<file path="src/rtl/calc_pkg.sv">
// Shared calculator types: keypad key code, matrix size, key map and debounce states.
package calc_pkg;

  typedef logic [3:0] key_t;

  localparam int unsigned KeypadRows = 4;
  localparam int unsigned KeypadCols = 4;

  typedef enum logic [1:0] {
    IDLE,
    CONFIRM,
    HELD,
    RELEASE
  } keypad_state_e;

  // Legend of the Pmod KYPD: rows top to bottom, column 0 leftmost.
  function automatic key_t rowcol2key(input logic [1:0] row, input logic [1:0] col);
    key_t k;
    case ({row, col})
      4'h0: k = 4'h1;
      4'h1: k = 4'h2;
      4'h2: k = 4'h3;
      4'h3: k = 4'hA;
      4'h4: k = 4'h4;
      4'h5: k = 4'h5;
      4'h6: k = 4'h6;
      4'h7: k = 4'hB;
      4'h8: k = 4'h7;
      4'h9: k = 4'h8;
      4'hA: k = 4'h9;
      4'hB: k = 4'hC;
      4'hC: k = 4'h0;
      4'hD: k = 4'hF;
      4'hE: k = 4'hE;
      default: k = 4'hD;
    endcase
    return k;
  endfunction

endpackage

</file>
<file path="src/rtl/keypad_scanner_synchronizer.sv">
// Generic 2-flop synchronizer; resets to all ones (idle, active-low rows).
module synchronizer #(
  parameter int unsigned WIDTH = 1
) (
  input  logic             clk_i,
  input  logic             rst_i,
  input  logic [WIDTH-1:0] d,
  output logic [WIDTH-1:0] q
);

  logic [WIDTH-1:0] meta;

  // Two register stages to settle metastability from the asynchronous input.
  always_ff @(posedge clk_i or posedge rst_i) begin
    if (rst_i) begin
      meta <= '1;
      q    <= '1;
    end else begin
      meta <= d;
      q    <= meta;
    end
  end

endmodule

</file>
<file path="src/rtl/keypad_scanner.sv">
// 4x4 keypad scanner: column scan, per-scan classification, debounce FSM and
// valid/ready key delivery. Optional auto-repeat under KEYPAD_AUTOREPEAT_EN.
module keypad_scanner
  import calc_pkg::*;
#(
  parameter int unsigned ScanCycles    = 16,
  parameter int unsigned DebounceScans = 3,
  parameter int unsigned RepeatScans   = 32
) (
  input  logic       clk_i,
  input  logic       rst_i,
  input  logic [3:0] rows_i,
  output logic [3:0] cols_o,
  output key_t       key_o,
  output logic       key_valid_o,
  input  logic       key_ready_i,
  output logic       key_dropped_o
);

  localparam int unsigned CycW     = $clog2(ScanCycles);
  localparam int unsigned MaxScans = (DebounceScans > RepeatScans) ? DebounceScans : RepeatScans;
  localparam int unsigned CntW     = $clog2(MaxScans + 1);
  localparam logic [CycW-1:0] CycLast = CycW'(ScanCycles - 1);
  localparam logic [CntW-1:0] DebLast = CntW'(DebounceScans - 1);
`ifdef KEYPAD_AUTOREPEAT_EN
  localparam logic [CntW-1:0] RepLast = CntW'(RepeatScans - 1);
`endif

  logic [KeypadRows-1:0] rows_sync;
  logic [CycW-1:0]       cyc_cnt;
  logic [1:0]            col_idx;
  logic [11:0]           low_mask;
  logic [15:0]           full_mask;
  logic                  sample;
  logic                  scan_end;

  logic [1:0]            n_low;
  key_t                  res_key;
  logic                  res_none;
  logic                  res_single;

  keypad_state_e         state, state_d;
  logic [CntW-1:0]       cnt, cnt_d, cnt_inc;
  key_t                  cand, cand_d;
  logic                  emit;
  key_t                  emit_key;
  logic                  xfer;

  synchronizer #(.WIDTH(KeypadRows)) u_sync (
    .clk_i (clk_i),
    .rst_i (rst_i),
    .d     (rows_i),
    .q     (rows_sync)
  );

  assign sample   = (cyc_cnt == CycLast);
  assign scan_end = sample && (col_idx == 2'd3);
  assign cols_o   = ~(4'b0001 << col_idx);

  // Column timing and capture of the low rows seen under columns 0..2.
  always_ff @(posedge clk_i or posedge rst_i) begin
    if (rst_i) begin
      cyc_cnt  <= '0;
      col_idx  <= '0;
      low_mask <= '0;
    end else if (sample) begin
      cyc_cnt <= '0;
      col_idx <= col_idx + 2'd1;
      case (col_idx)
        2'd0:    low_mask[3:0]  <= ~rows_sync;
        2'd1:    low_mask[7:4]  <= ~rows_sync;
        2'd2:    low_mask[11:8] <= ~rows_sync;
        default: ;
      endcase
    end else begin
      cyc_cnt <= cyc_cnt + CycW'(1);
    end
  end

  // Column 3 is classified straight from the synchronizer so the result is ready at scan end.
  assign full_mask = {~rows_sync, low_mask};

  // Classify the completed scan as NONE, SINGLE(key) or MULTI.
  always_comb begin
    n_low   = '0;
    res_key = '0;
    for (int unsigned c = 0; c < KeypadCols; c++) begin
      for (int unsigned r = 0; r < KeypadRows; r++) begin
        if (full_mask[c*4 + r]) begin
          if (n_low != 2'd2) n_low = n_low + 2'd1;
          res_key = rowcol2key(2'(r), 2'(c));
        end
      end
    end
    res_none   = (n_low == 2'd0);
    res_single = (n_low == 2'd1);
  end

  assign cnt_inc = (cnt == '1) ? cnt : cnt + CntW'(1);

  // Debounce state register.
  always_ff @(posedge clk_i or posedge rst_i) begin
    if (rst_i) begin
      state <= IDLE;
      cnt   <= '0;
      cand  <= '0;
    end else begin
      state <= state_d;
      cnt   <= cnt_d;
      cand  <= cand_d;
    end
  end

  // Debounce next-state and emit decision, one step per scan end.
  always_comb begin
    state_d  = state;
    cnt_d    = cnt;
    cand_d   = cand;
    emit     = 1'b0;
    emit_key = cand;
    if (scan_end) begin
      case (state)
        IDLE: begin
          if (res_single) begin
            cand_d = res_key;
            if (DebounceScans == 1) begin
              emit     = 1'b1;
              emit_key = res_key;
              cnt_d    = '0;
              state_d  = HELD;
            end else begin
              cnt_d   = CntW'(1);
              state_d = CONFIRM;
            end
          end
        end
        CONFIRM: begin
          if (res_single && res_key == cand) begin
            if (cnt >= DebLast) begin
              emit    = 1'b1;
              cnt_d   = '0;
              state_d = HELD;
            end else begin
              cnt_d = cnt_inc;
            end
          end else if (res_single) begin
            cand_d = res_key;
            cnt_d  = CntW'(1);
          end else begin
            cnt_d   = '0;
            state_d = IDLE;
          end
        end
        HELD: begin
          if (res_none) begin
            cnt_d   = CntW'(1);
            state_d = RELEASE;
          end
`ifdef KEYPAD_AUTOREPEAT_EN
          // The count register doubles as the repeat counter while HELD.
          else if (res_single && res_key == cand) begin
            if (cnt >= RepLast) begin
              emit  = 1'b1;
              cnt_d = '0;
            end else begin
              cnt_d = cnt_inc;
            end
          end else begin
            cnt_d = '0;
          end
`endif
        end
        default: begin // RELEASE
          if (res_none) begin
            if (cnt >= DebLast) begin
              cnt_d   = '0;
              state_d = IDLE;
            end else begin
              cnt_d = cnt_inc;
            end
          end else begin
            cnt_d   = '0;
            state_d = HELD;
          end
        end
      endcase
    end
  end

  assign xfer = key_valid_o && key_ready_i;

  // Output holding register with drop indication under backpressure.
  always_ff @(posedge clk_i or posedge rst_i) begin
    if (rst_i) begin
      key_o         <= '0;
      key_valid_o   <= 1'b0;
      key_dropped_o <= 1'b0;
    end else begin
      key_dropped_o <= 1'b0;
      if (emit) begin
        if (!key_valid_o || xfer) begin
          key_o       <= emit_key;
          key_valid_o <= 1'b1;
        end else begin
          key_dropped_o <= 1'b1;
        end
      end else if (xfer) begin
        key_valid_o <= 1'b0;
      end
    end
  end

endmodule
</file>
<file path="config.mk">
export PLATFORM = sky130hd
export DESIGN_NAME = keypad_scanner
export DESIGN_NICKNAME = d
export VERILOG_FILES = /design/src/rtl/calc_pkg.sv /design/src/rtl/keypad_scanner_synchronizer.sv /design/src/rtl/keypad_scanner.sv
export SDC_FILE = /design/constraint.sdc
export NUM_CORES = 1
export LEC_CHECK = 0
export BUFFER_PORTS_ARGS = -buffer_cell sky130_fd_sc_hd__buf_2
export CAP_MARGIN = 20
export CORE_MARGIN = 2
export CORE_UTILIZATION = 57
export DETAILED_ROUTE_END_ITERATION = 16
export PLACE_DENSITY = 0.77
export REMOVE_ABC_BUFFERS = 1
export SLEW_MARGIN = 20
export SYNTH_ARGS = -nofsm -noshare
export SYNTH_HDL_FRONTEND = slang
export SYNTH_SLANG_ARGS = --single-unit
</file>
<file path="constraint.sdc">
create_clock -name clk_i -period 6.04 [get_ports clk_i]
set_input_delay 0.906 -clock clk_i [delete_from_list [all_inputs] [get_ports clk_i]]
set_output_delay 0.906 -clock clk_i [all_outputs]
set_load 0.01 [all_outputs]
</file>
* Word level (Yosys, flattened, before mapping)
Index checks and enable logic that the tools add are counted.
** Operators by class
- $add $sub $neg :: 18
- Multipliers :: 0
- Div/mod/pow operators :: 0
- Order comparisons :: 1
- Eq/ne operators :: 31
- Shifts and indexed selects :: 1
- Multiplexer cells :: 76
- Bitwise gates (word level) :: 2
- Reduce and logical (&&, ||, !) cells :: 18
** Operators by type and width (number)
- two-way mux 2 bit :: 37
- two-way mux 4 bit :: 18
- two-way mux 6 bit :: 6
- inequality test 2 bit (second input constant) :: 18
- adder 2 x 1 -> 2 bit (second input constant) :: 16
- case mux 6 bit (3 select lines) :: 1
- two-way mux 1 bit :: 12
- AND reduction 2 bit :: 5
- NOT 4 bit :: 2
- case mux 4 bit (2 select lines) :: 1
- adder 6 x 1 -> 6 bit (second input constant) :: 1
- == test 2 x 1 -> 1 bit (second input constant) :: 3
- == test 2 bit (second input constant) :: 3
- == test 6 bit (second input constant) :: 1
- greater-or-equal comparator 6 x 2 -> 1 bit (second input constant) :: 1
- logical NOT 2 bit :: 3
- inequality test 3 bit (second input constant) :: 2
- case mux 2 bit (3 select lines) :: 1
- AND reduction 3 bit :: 2
- AND reduction 6 bit :: 1
- inequality test 5 x 1 -> 1 bit (second input constant) :: 1
- adder 4 x 1 -> 4 bit (second input constant) :: 1
- == test 4 bit :: 1
- == test 4 bit (second input constant) :: 1
- 6 further kinds :: 9
** Word-level totals
- Register bits :: 44
- Latch bits :: 0
- Memory bits (writable) :: 0
- Bits in read-only memories :: 0
- Bits of input ports :: 7
- Memories kept :: 0

* Longest topological paths before layout
- Depth after elaboration :: 53
- Depth in mapped cells :: 30
- Depth with buffers taken out :: 26

* By module
From an unflattened synthesis, not the netlist that was laid out.
** Unflattened totals
- Cell total of the unflattened synthesis :: 482
- Area, all modules :: 4157.7 um2
** Modules (own cells, without submodules)
- keypad_scanner :: times used 1, cells an instance 473, area each 3943.8 um2, sequential area each 900.9 um2
- synchronizer :: times used 1, cells an instance 9, area each 214.0 um2, sequential area each 210.2 um2

* Least setup slack after synthesis
OpenSTA, ideal clock, no wires.
- Kind :: register -> register
- Start point :: register low_mask[0]
- End point :: register state[0]
- Setup time :: 120 ps
- Arrival :: 6017 ps
- Slack :: -97 ps
- Stages on the path, launching flop included :: 28
- Path buffers :: 1
- Clock period less this slack :: 6137 ps
- Path through :: dfrtp_1 > inv_1 > ha_1 > or4b_4 > nand4_1 > nor3_1 > nor4_4 > a31oi_4 > xor2_4 > xnor2_1 > o21bai_2 > and3_4 > o211a_1 > o22a_1 > nor4_4 > nor3b_1 > a21oi_1 > a32oi_1 > xnor2_1 > inv_1 > ha_1 > nor2b_1 > a31oi_4 > nor2_1 > a211o_1 > nor2b_1 > buf_6 > o211a_1
** On the way
- Cells in the longest elaborated chain, start to end :: 50
- Elaborated cells on any way between the ends :: 90
- Those cells by class :: add/sub: 15; eq/ne: 22; mux: 50; reduce/logical: 3
** Ends and longest elaborated chain
- start: declaration :: line keypad_scanner.sv:32 : logic [11:0] low_mask;
- start signal: assignment :: line keypad_scanner.sv:70 : 2'd0: low_mask[3:0] <= ~rows_sync;
- two-way mux 1 bit :: line keypad_scanner.sv:89 : if (full_mask[c*4 + r]) begin
- adder 2 x 1 -> 2 bit or inequality test 2 bit (tied branches) :: line keypad_scanner.sv:90 : if (n_low != 2'd2) n_low = n_low + 2'd1;
- two-way mux 2 bit :: line keypad_scanner.sv:90
- two-way mux 2 bit :: line keypad_scanner.sv:89
- adder 2 x 1 -> 2 bit or inequality test 2 bit (tied branches) :: line keypad_scanner.sv:90
- two-way mux 2 bit :: line keypad_scanner.sv:90
- two-way mux 2 bit :: line keypad_scanner.sv:89
- adder 2 x 1 -> 2 bit or inequality test 2 bit (tied branches) :: line keypad_scanner.sv:90
- [34 not listed]
- two-way mux 2 bit :: line keypad_scanner.sv:89
- adder 2 x 1 -> 2 bit or inequality test 2 bit (tied branches) :: line keypad_scanner.sv:90
- two-way mux 2 bit :: line keypad_scanner.sv:90
- two-way mux 2 bit :: line keypad_scanner.sv:89
- == test 2 x 1 -> 1 bit :: line keypad_scanner.sv:96 : res_single = (n_low == 2'd1);
- logical AND 1 bit :: line keypad_scanner.sv:138 : if (res_single && res_key == cand) begin
- inequality test 3 bit (no source line) or two-way mux 2 bit (tied branches)
- AND reduction 6 bit (no source line) or case mux 2 bit (3 select lines) (tied branches)
- end signal: assignment :: line keypad_scanner.sv:108 : state <= state_d;
- end: declaration :: line keypad_scanner.sv:42 : keypad_state_e state, state_d;
Several ways; a longest one is shown, not always the timed one.
A chain may end at the register's enable or synchronous reset.

* Final worst setup path
- Start point :: register low_mask[0]
- End point :: register state[1]
The elaborated chain is that of the path after synthesis.

==> impl_metrics.csv <==
group,metric,value,unit
outcome,status,"complete, but fails checks",
outcome,violations,"negative setup slack",
yosys,synth_flop_cell,"dfrtp_1",
flow_run,cap_violations,0,
pwr,power,1.61,mW
clock_tree,cts_tree,"done",
worst_setup_path,path_max_fanout,7,
clock_tree,cts.sinks,44,
worst_setup_path,start_kind,"register",
pwr,pwr_density_cell,275,nW/um^2
worst_setup_path,arrival,6.83,ns
timing,worst_pin_slew,1.06,ns
global_routing,grt_pass1_vias,4271,
die,die-width,88.9,um
pwr,vdd_ir_drop_max,0.291,mV
yosys,synth.avg_cell_area,8.33,um^2
clock_tree,clock_latency,0.31,ns
worst_setup_path,cp_num_cells,32,
yosys,netlist-cell-type-count,83,
die,die_h,88.9,um
clock_tree,cts_made_buffers,5,
clock_tree,clk_pin_slew_worst_paths,0.09,ns
yosys,synthCells,493,
die,pin_count,17,
drt,postRouteAntennaNets,0,
timing,timing.final.ws_setup,-0.609,ns
timing,setup_viol,18,
final_layout,num_antenna_cells,0,
min_path,holdPathStages,0,
clock_tree,cts_max_level,2,
min_path,hp-class,"register to register",
yosys,yosysWarnings,0,
yosys,synth_area,4110,um^2
drt,routed_wl,15300,um
drt,viasPerCell,6.88,
global_routing,grt-ovfl-total,0,
drt,vias,4741,
timing,tns,-7.58,ns
placed_design,numPortBuffers,16,
timing,hold_viol,0,
drt,drt_pass1_iterations,8,
pwr,p_leak,2.59,nW
placed_design,hpwl,8090,um
final_layout,final_area,5870,um^2
die,num_rows,30,
clock_tree,root_buffer,"clkbuf_8",
global_routing,track_usage,0.329,
timing,layout_min_cycle_time,6.65,ns
worst_setup_path,cp_top_family,"compound AO/OA/AOI/OAI gates",
global_routing,grt_pass1_wl,20600,um
clock_tree,cts-hold-fix-buffers,0,
worst_setup_path,slowest_delay,0.42,ns
final_layout,syn_to_final_growth,42.8,%
worst_setup_path,critPathKind,"register to register",
worst_setup_path,slowest_stage,"dfrtp_1",
global_routing,grt_max_degree,45,
timing,skew,0.00965,ns
timing,fin_hold_ws,0.360,ns
worst_setup_path,cp_common_cell,"buf_4",
worst_setup_path,cp.buffers_inverters,8,
timing,fin_crit_sh,1.10,
drt,wl_per_cell,22.2,um
timing,maxSlewHeadroom,0.290,
yosys,async_flop_share,1.00,
final_layout,nets,616,
global_routing,grt_antenna_before_repair,0,
final_layout,utilization,0.854,
timing,max_freq,0.150,GHz
yosys,synth_edf_count,0,
die,initial_core_util,0.598,
die,coreArea,6870,um^2
placed_design,post_dp_cell_area,4770,um^2
clock_tree,cts_buffer_depth,2,
drt,route.detailed.drc,0,
worst_setup_path,endpoint_kind,"register",
die,die_area,7900,um^2
worst_setup_path,cp.required,6.23,ns
timing,rsz0062_at_grt,"yes",
timing,final_max_slew_viol_count,0,
yosys,ys_seq_area_frac,0.270,
final_layout,drive_gt1_frac,0.417,
worst_setup_path,rr_worst_depth,32,
yosys,ys_seq_elements,44,
drt,drt_iter0_markers,478,
placed_design,globalplace.congestion,0.915,
[Yosys cell counts (all sizes together) (3+ instances only)]
library cell,count,area (um^2)
nor2,42,160
a21o,8,60.1
o22ai,3,18.8
nand3b,3,22.5
o31ai,8,60.1
nor4,8,80.1
a21oi,25,125
mux2i,9,103
nor2b,7,43.8
nand3,10,50.1
o21a,7,52.6
xnor2,14,130
nand4,12,81.3
o32ai,3,26.3
dfstp,8,210
nor3,11,55.1
o311ai,4,35.0
nand2,45,169
mux2,7,78.8
nand2b,5,31.3
o21ai,34,170
o211ai,10,95.1
or2,5,31.3
ha,17,213
a2111oi,4,42.5
xor2,7,80.1
clkbuf,18,67.6
inv,32,120
and2,6,37.5
o211a,7,70.1
a211oi,9,77.6
buf,9,53.8
o21bai,3,26.3
nor4b,4,53.8
a31oi,11,98.8
nor3b,3,22.5
and3,5,36.3
dfrtp,36,901
[through the flow]
stage / setup slack, ns / instances
final: -0.609 / 689
after global routing: -0.869 / 689
after global placement: -0.333 / 654
after CTS: -0.105 / 676
after floorplan: -0.0894 / 466
after detailed placement: -0.549 / 654
[cell type report]
| cell class | count | area [um^2] |
|---|---|---|
| multi-input cells | 390 | 3430 |
| flip-flops and latches | 44 | 1110 |
| fillers | 320 | 1000 |
| repair buffers | 119 | 923 |
| inverters | 32 | 120 |
| well taps | 96 | 120 |
| clock inverters | 3 | 90.1 |
| clock buffers | 5 | 68.8 |
[worst paths after layout]
path | startpoint | end | slack, ns
setup reg to reg | low_mask[0] | state[1] | -0.61
max in group asynchronous | rst_i | u_sync.q[0] | 4.93
setup / recovery | low_mask[0] | state[1] | -0.61
hold / removal | u_sync.meta[3] | u_sync.q[3] | 0.36
hold reg to reg | u_sync.meta[3] | u_sync.q[3] | 0.36
min in group asynchronous | rst_i | col_idx[0] | 0.74
[power by group]
part / switching, mW / internal [mW]
sequential: 0.0197 / 0.303
clock: 0.107 / 0.207
combinational: 0.491 / 0.484
total: 0.618 / 0.994
[cell families (layout without fill, tap and decap cells)]
logic type	count (synthesis)	in the layout	share of synthesized area
AOI/OAI and AO/OA	163	163	0.296
xor gates and xnor gates	21	21	0.0512
adders and majority gates	17	17	0.0518
buffers and inverters	59	159	0.0588
DFF	44	44	0.270
muxes	16	16	0.0442
and+or+nand+nor	173	173	0.228
[state kept, by name, indices dropped and copies added (netlist names)]
signal / count
cand: 4
cnt: 6
col_idx: 2
cyc_cnt: 4
key_dropped_o: 1
key_o: 4
key_valid_o: 1
low_mask: 12
state: 2
u_sync.meta: 4
u_sync.q: 4
[routing by layer]
layer,up-vias,share of wire,global-route usage
met4,0,0.061,0.135
met1,2269,0.36,0.407
met5,-,0,0
met2,352,0.51,0.579
met3,101,0.076,0.0406
li1,2019,-,-
[worst register-to-register path, delay by kind of cell (launching register included)]
kind                       cells  cell delay [ns]
DFF                            1             0.42
buffers and inverters          8             1.17
and+or+nand+nor               10             1.83
xor gates and xnor gates       2             0.33
AOI/OAI and AO/OA              9             2.05
adders and majority gates      2             0.40
muxes                          1             0.33
[cell usage in the layout, fill, tap and decap left out, types with 4 or more instances in the layout]
cell / count
buf_4: 89
ha_1: 12
and2_1: 6
o211a_1: 7
mux2_4: 6
xnor2_1: 8
dfstp_2: 8
nand2_1: 43
inv_1: 29
o21ai_2: 4
nor3_2: 4
ha_4: 4
o21ai_0: 26
nor4b_4: 4
nand2b_1: 4
nor3_1: 7
nor4_1: 5
clkbuf_8: 5
o211ai_1: 6
mux2i_1: 7
nand4_1: 11
and3_1: 4
nor2b_1: 4
a21oi_1: 20
nor2_1: 38
a31oi_1: 6
o31ai_1: 5
buf_2: 16
buf_6: 12
xor2_1: 5
xnor2_4: 4
nand3_1: 7
o21a_1: 7
dfrtp_1: 36
o211ai_4: 4
o21ai_1: 4
a21o_1: 8
a211oi_2: 5
[repair_timing]
| action | in CTS | in global routing |
|---|---|---|
| buffers inserted | 14 | 15 |
| pin swaps | 39 | 49 |
| endpoints found under the setup margin | 18 | 18 |
| resized for setup | 71 | 64 |
Power figures use the tool's default switching activity.
